--- src/rtl/cnn1d_pkg.sv ---
// cnn1d_pkg: shared types for the cnn1d arithmetic blocks
package cnn1d_pkg;

    typedef enum logic [1:0] {SQRT_IDLE, SQRT_BUSY, SQRT_DONE} sqrt_state_t;

endpackage

--- src/rtl/sqrt.sv ---
// sqrt: fixed-point square root, restoring digit-by-digit, one root bit per clock
module sqrt
    import cnn1d_pkg::*;
#(
    parameter int DATA_WIDTH = 32,
    parameter int FRACTION   = 24
) (
    input  logic                  clk,
    input  logic                  rst,
    output logic                  sqrt_ready_in,
    input  logic                  sqrt_valid_in,
    input  logic [DATA_WIDTH-1:0] sqrt_data_in,
    input  logic                  sqrt_ready_out,
    output logic                  sqrt_valid_out,
    output logic [DATA_WIDTH-1:0] sqrt_data_out,
    output logic                  sqrt_neg_out
);

    localparam int RAD_WIDTH = (DATA_WIDTH + FRACTION + 1) / 2 * 2;
    localparam int ITER      = RAD_WIDTH / 2;
    localparam int CW        = $clog2(ITER + 1);

    sqrt_state_t          state_q, state_d;
    logic [RAD_WIDTH-1:0] rad_q, rad_d;
    logic [ITER+1:0]      rem_q, rem_d;
    logic [ITER-1:0]      root_q, root_d;
    logic [CW-1:0]        cnt_q, cnt_d;
    logic                 neg_q, neg_d;

    // One restoring step: bring down two radicand bits, try subtracting (root<<2)|1
    function automatic logic [2*ITER+1:0] step(input logic [ITER+1:0] rem,
                                               input logic [ITER-1:0] root,
                                               input logic [1:0] top);
        logic [ITER+1:0] rem_sh;
        logic [ITER+1:0] trial;
        rem_sh = (rem << 2) | {{ITER{1'b0}}, top};
        trial  = {root, 2'b01};
        return (rem_sh >= trial) ? {rem_sh - trial, (root << 1) | ITER'(1)}
                                 : {rem_sh, root << 1};
    endfunction

    assign sqrt_ready_in  = ~rst & (state_q == SQRT_IDLE);
    assign sqrt_valid_out = state_q == SQRT_DONE;
    assign sqrt_data_out  = DATA_WIDTH'(root_q);
    assign sqrt_neg_out   = neg_q;

    // Next-state and datapath update; negative operands skip straight to DONE with a zero root
    always_comb begin
        state_d = state_q;
        rad_d   = rad_q;
        rem_d   = rem_q;
        root_d  = root_q;
        cnt_d   = cnt_q;
        neg_d   = neg_q;
        case (state_q)
            SQRT_IDLE: if (sqrt_valid_in && sqrt_ready_in) begin
                rad_d   = RAD_WIDTH'(sqrt_data_in) << FRACTION;
                rem_d   = '0;
                root_d  = '0;
                cnt_d   = CW'(ITER - 1);
                neg_d   = sqrt_data_in[DATA_WIDTH-1];
                state_d = sqrt_data_in[DATA_WIDTH-1] ? SQRT_DONE : SQRT_BUSY;
            end
            SQRT_BUSY: begin
                {rem_d, root_d} = step(rem_q, root_q, rad_q[RAD_WIDTH-1 -: 2]);
                rad_d   = rad_q << 2;
                cnt_d   = (cnt_q == '0) ? cnt_q : cnt_q - CW'(1);
                state_d = (cnt_q == '0) ? SQRT_DONE : SQRT_BUSY;
            end
            SQRT_DONE: state_d = sqrt_ready_out ? SQRT_IDLE : SQRT_DONE;
            default:   state_d = SQRT_IDLE;
        endcase
    end

    // State and datapath registers; reset abandons any in-flight operation
    always_ff @(posedge clk) begin
        if (rst) begin
            state_q <= SQRT_IDLE;
            rad_q   <= '0;
            rem_q   <= '0;
            root_q  <= '0;
            cnt_q   <= '0;
            neg_q   <= 1'b0;
        end else begin
            state_q <= state_d;
            rad_q   <= rad_d;
            rem_q   <= rem_d;
            root_q  <= root_d;
            cnt_q   <= cnt_d;
            neg_q   <= neg_d;
        end
    end

endmodule

--- config.mk ---
export PLATFORM = sky130hd
export DESIGN_NAME = sqrt
export DESIGN_NICKNAME = d
export VERILOG_FILES = /design/src/rtl/cnn1d_pkg.sv /design/src/rtl/sqrt.sv
export SDC_FILE = /design/constraint.sdc
export NUM_CORES = 1
export LEC_CHECK = 0
export CELL_PAD_IN_SITES_DETAIL_PLACEMENT = 0
export CELL_PAD_IN_SITES_GLOBAL_PLACEMENT = 1
export CORE_AREA = 3 3 142 144
export DETAILED_ROUTE_END_ITERATION = 8
export DIE_AREA = 0 0 145 147
export PLACE_DENSITY = 0.67
export SYNTH_ARGS = -nofsm -noshare
export SYNTH_HDL_FRONTEND = slang
export SYNTH_SLANG_ARGS = --single-unit
--- constraint.sdc ---
create_clock -name clk -period 7.65 [get_ports clk]
set_clock_uncertainty 0.1 [all_clocks]
set_input_delay 1.1475 -clock clk [delete_from_list [all_inputs] [get_ports clk]]
set_output_delay 1.1475 -clock clk [all_outputs]
set_load 0.01 [all_outputs]
==> reports/metrics.cfg <==
[outcome]
status = complete, no violations

[clocking]
cts-hold-fix-buffers = 0
clk_pin_slew_worst_paths_ps = 70
clock_sinks = 96
htree_num_levels = 3
postCtsSetupBuffers = 0
clk_latency_ps = 360
cts-buffers-inserted = 9
clock-root-buffer = clkbuf_16
cts_resized = 0
cts.path.max_buffers = 2
cts_tree = done

[synth]
ys_ff_latch = 96
yosys.area_share.simple = 0.207
synth_top_family_by_area = compound AO/OA/AOI/OAI gates
synth_area_per_cell_sq_um = 7.69
async_flop_share = 0
yosys-mux-area-fraction = 0.0301
synth_xor_area_frac = 0.0403
synth-compound-area-share = 0.240
synth-edff-count = 0
ys_types = 56
synth.cell_area_sq_um = 5640
ys_warn_count = 0
synth_ff_type = dfxtp_1
synthAdderAreaFrac = 0.0687
syn_inst = 734
ys_seq_area_frac = 0.341

[grt]
antenna_found_initial = 0
first_global_vias = 4770
overflow = 0
grt_max_degree = 92
grt_util_all_layers = 0.138
grt_first_pass_wirelength_mm = 24.5

[sta]
worst_pin_slew_ps = 983
setup_viol = 0
max_slew_margin = 0.345
fin_crit_sh = 0.485
post-route-min-period_ps = 3710
setup_tns_ps = 0
slew_violations = 0
rsz0062_at_grt = false
max_freq_mhz = 270
finalHoldViolations = 0

[routing]
wl_per_cell_microns = 14.2
drc_errors = 0
drtIter0Drc = 286
dr_total_vias = 5021
vias_per_cell = 4.87
wirelength_mm = 14.6
antenna_left = 0
dr.pass1.iters = 4

[final_layout]
layout-drive-gt1-share = 0.0505
syn_to_final_growth_pct = 20.0
fin_nets = 834
num_antenna_cells = 0

[placement]
finalWeightedCongestion = 0.779
dp.final_hpwl_mm = 10.1
io_buffers = 66

[floorplan]
dieArea_sq_um = 21300
die_h_microns = 147
io_pins = 71
coreArea_sq_um = 18800
rows = 50
initial_core_util = 0.300
die_w_microns = 145

[hold_path]
hold_path_class = flip-flop to flip-flop

[setup_path]
critPathMaxFanout = 27
required_ps = 6400
cp-start-kind = input port
crit_type = input port to output pin
endpoint_kind = output pin
crit_arrival_ps = 2460

[flow_run]
max_cap_violations = 0

==> worst max-delay path, cell delays in order <==
cell             delay, ps
buf_2                  290
nor3_1                 400
clkdlybuf4s50_1        620
==> registers in the layout, summed over array words and instances, names as in the netlist <==
register,flops
rad_q,32
cnt_q,5
rem_q,28
root_q,28
sqrt_neg_out,1
state_q,2
==> synth_stat cells, types with 7 or more instances <==
cell | number | area (sq um)
nor3_1 | 19 | 95.1
nor2_1 | 56 | 210
dfxtp_1 | 96 | 1920
a311oi_1 | 30 | 263
xor2_1 | 11 | 96.3
o21ai_1 | 33 | 165
clkbuf_1 | 28 | 105
inv_1 | 42 | 158
ha_1 | 31 | 388
nand4_1 | 7 | 43.8
nand2_1 | 127 | 477
xnor2_1 | 15 | 131
a21oi_1 | 61 | 305
mux2i_1 | 17 | 170
a21o_1 | 17 | 128
o21ai_0 | 17 | 85.1
buf_2 | 13 | 65.1
nand3_1 | 36 | 180
nand2b_1 | 7 | 43.8
==> per-stage QoR <==
stage | instance area (sq um) | cells | utilization | hold slack [ps] | setup slack (ps)
final | 6770 | 1032 | 0.360 | 360 | 3940
after global routing | 6770 | 1032 | 0.360 | 389 | 3860
after detailed placement | 6450 | 1016 | 0.342 | 355 | 3930
after CTS | 6770 | 1032 | 0.360 | 365 | 3930
after global placement | 6450 | 1016 | 0.342 | 348 | 3980
after floorplan | 5660 | 737 | - | 332 | 4760
==> path summary, 6_finish.rpt <==
path / end / start / cells past startpoint / slack [ps]
setup / recovery: sqrt_ready_in / rst / 3 / 3940
hold / removal: rem_q[26]$_SDFFE_PP0P_ / rem_q[26]$_SDFFE_PP0P_ / 2 / 360
setup reg to reg: rem_q[10]$_SDFFE_PP0P_ / root_q[7]$_SDFFE_PP0P_ / 11 / 4400
hold reg to reg: rem_q[26]$_SDFFE_PP0P_ / rem_q[26]$_SDFFE_PP0P_ / 2 / 360
==> routing by layer <==
metal  routed length [microns]  GRT usage
met3                       434     0.0188
met1                      7460      0.196
met5                         0          0
met2                      6540      0.216
met4                       212     0.0456
==> placed cells by master (no fill, tap or decap), drive strengths merged, types with 2 or more instances in the layout <==
master / synthesis / final
mux2i: 17 / 17
bufinv: 0 / 2
nand4: 8 / 8
o31ai: 2 / 2
o21bai: 4 / 4
conb: 1 / 4
inv: 42 / 45
nor2b: 6 / 6
o21a: 3 / 3
xor2: 11 / 11
nand3: 36 / 36
a22o: 2 / 2
a2111oi: 3 / 3
ha: 31 / 31
nor3: 21 / 21
a32oi: 6 / 6
or3: 2 / 2
nand2: 127 / 127
a21o: 17 / 17
clkbuf: 28 / 9
a211o: 2 / 2
o21ai: 50 / 50
a211oi: 6 / 6
a311oi: 30 / 30
nor2: 57 / 57
a21boi: 2 / 2
nand2b: 7 / 7
xnor2: 15 / 15
a31oi: 4 / 4
a21oi: 61 / 61
dfxtp: 96 / 96
clkdlybuf4s50: 0 / 65
o211ai: 2 / 2
and2: 2 / 2
buf: 25 / 7
==> area by class of cell <==
cell class	count	area (sq um)
well taps	260	325
fillers	2017	12100
multi-input cells	546	3340
clock buffers	9	225
repair buffers	72	701
clock inverters	7	101
inverters	42	158
flip-flops and latches	96	1920
==> logic make-up (layout without fill, tap and decap cells) <==
kind of cell | Yosys count | count (layout)
adder cells (fa/ha/maj) | 31 | 31
buffers and inverters | 95 | 130
AND/OR/NAND/NOR | 267 | 267
XOR/XNOR | 26 | 26
AO/OA/AOI/OAI | 201 | 201
other | 1 | 4
multiplexers | 17 | 17
flip-flops | 96 | 96
Power is not shown: default switching activity piles up to over one toggle a cycle in this logic, so the estimate is an artifact.
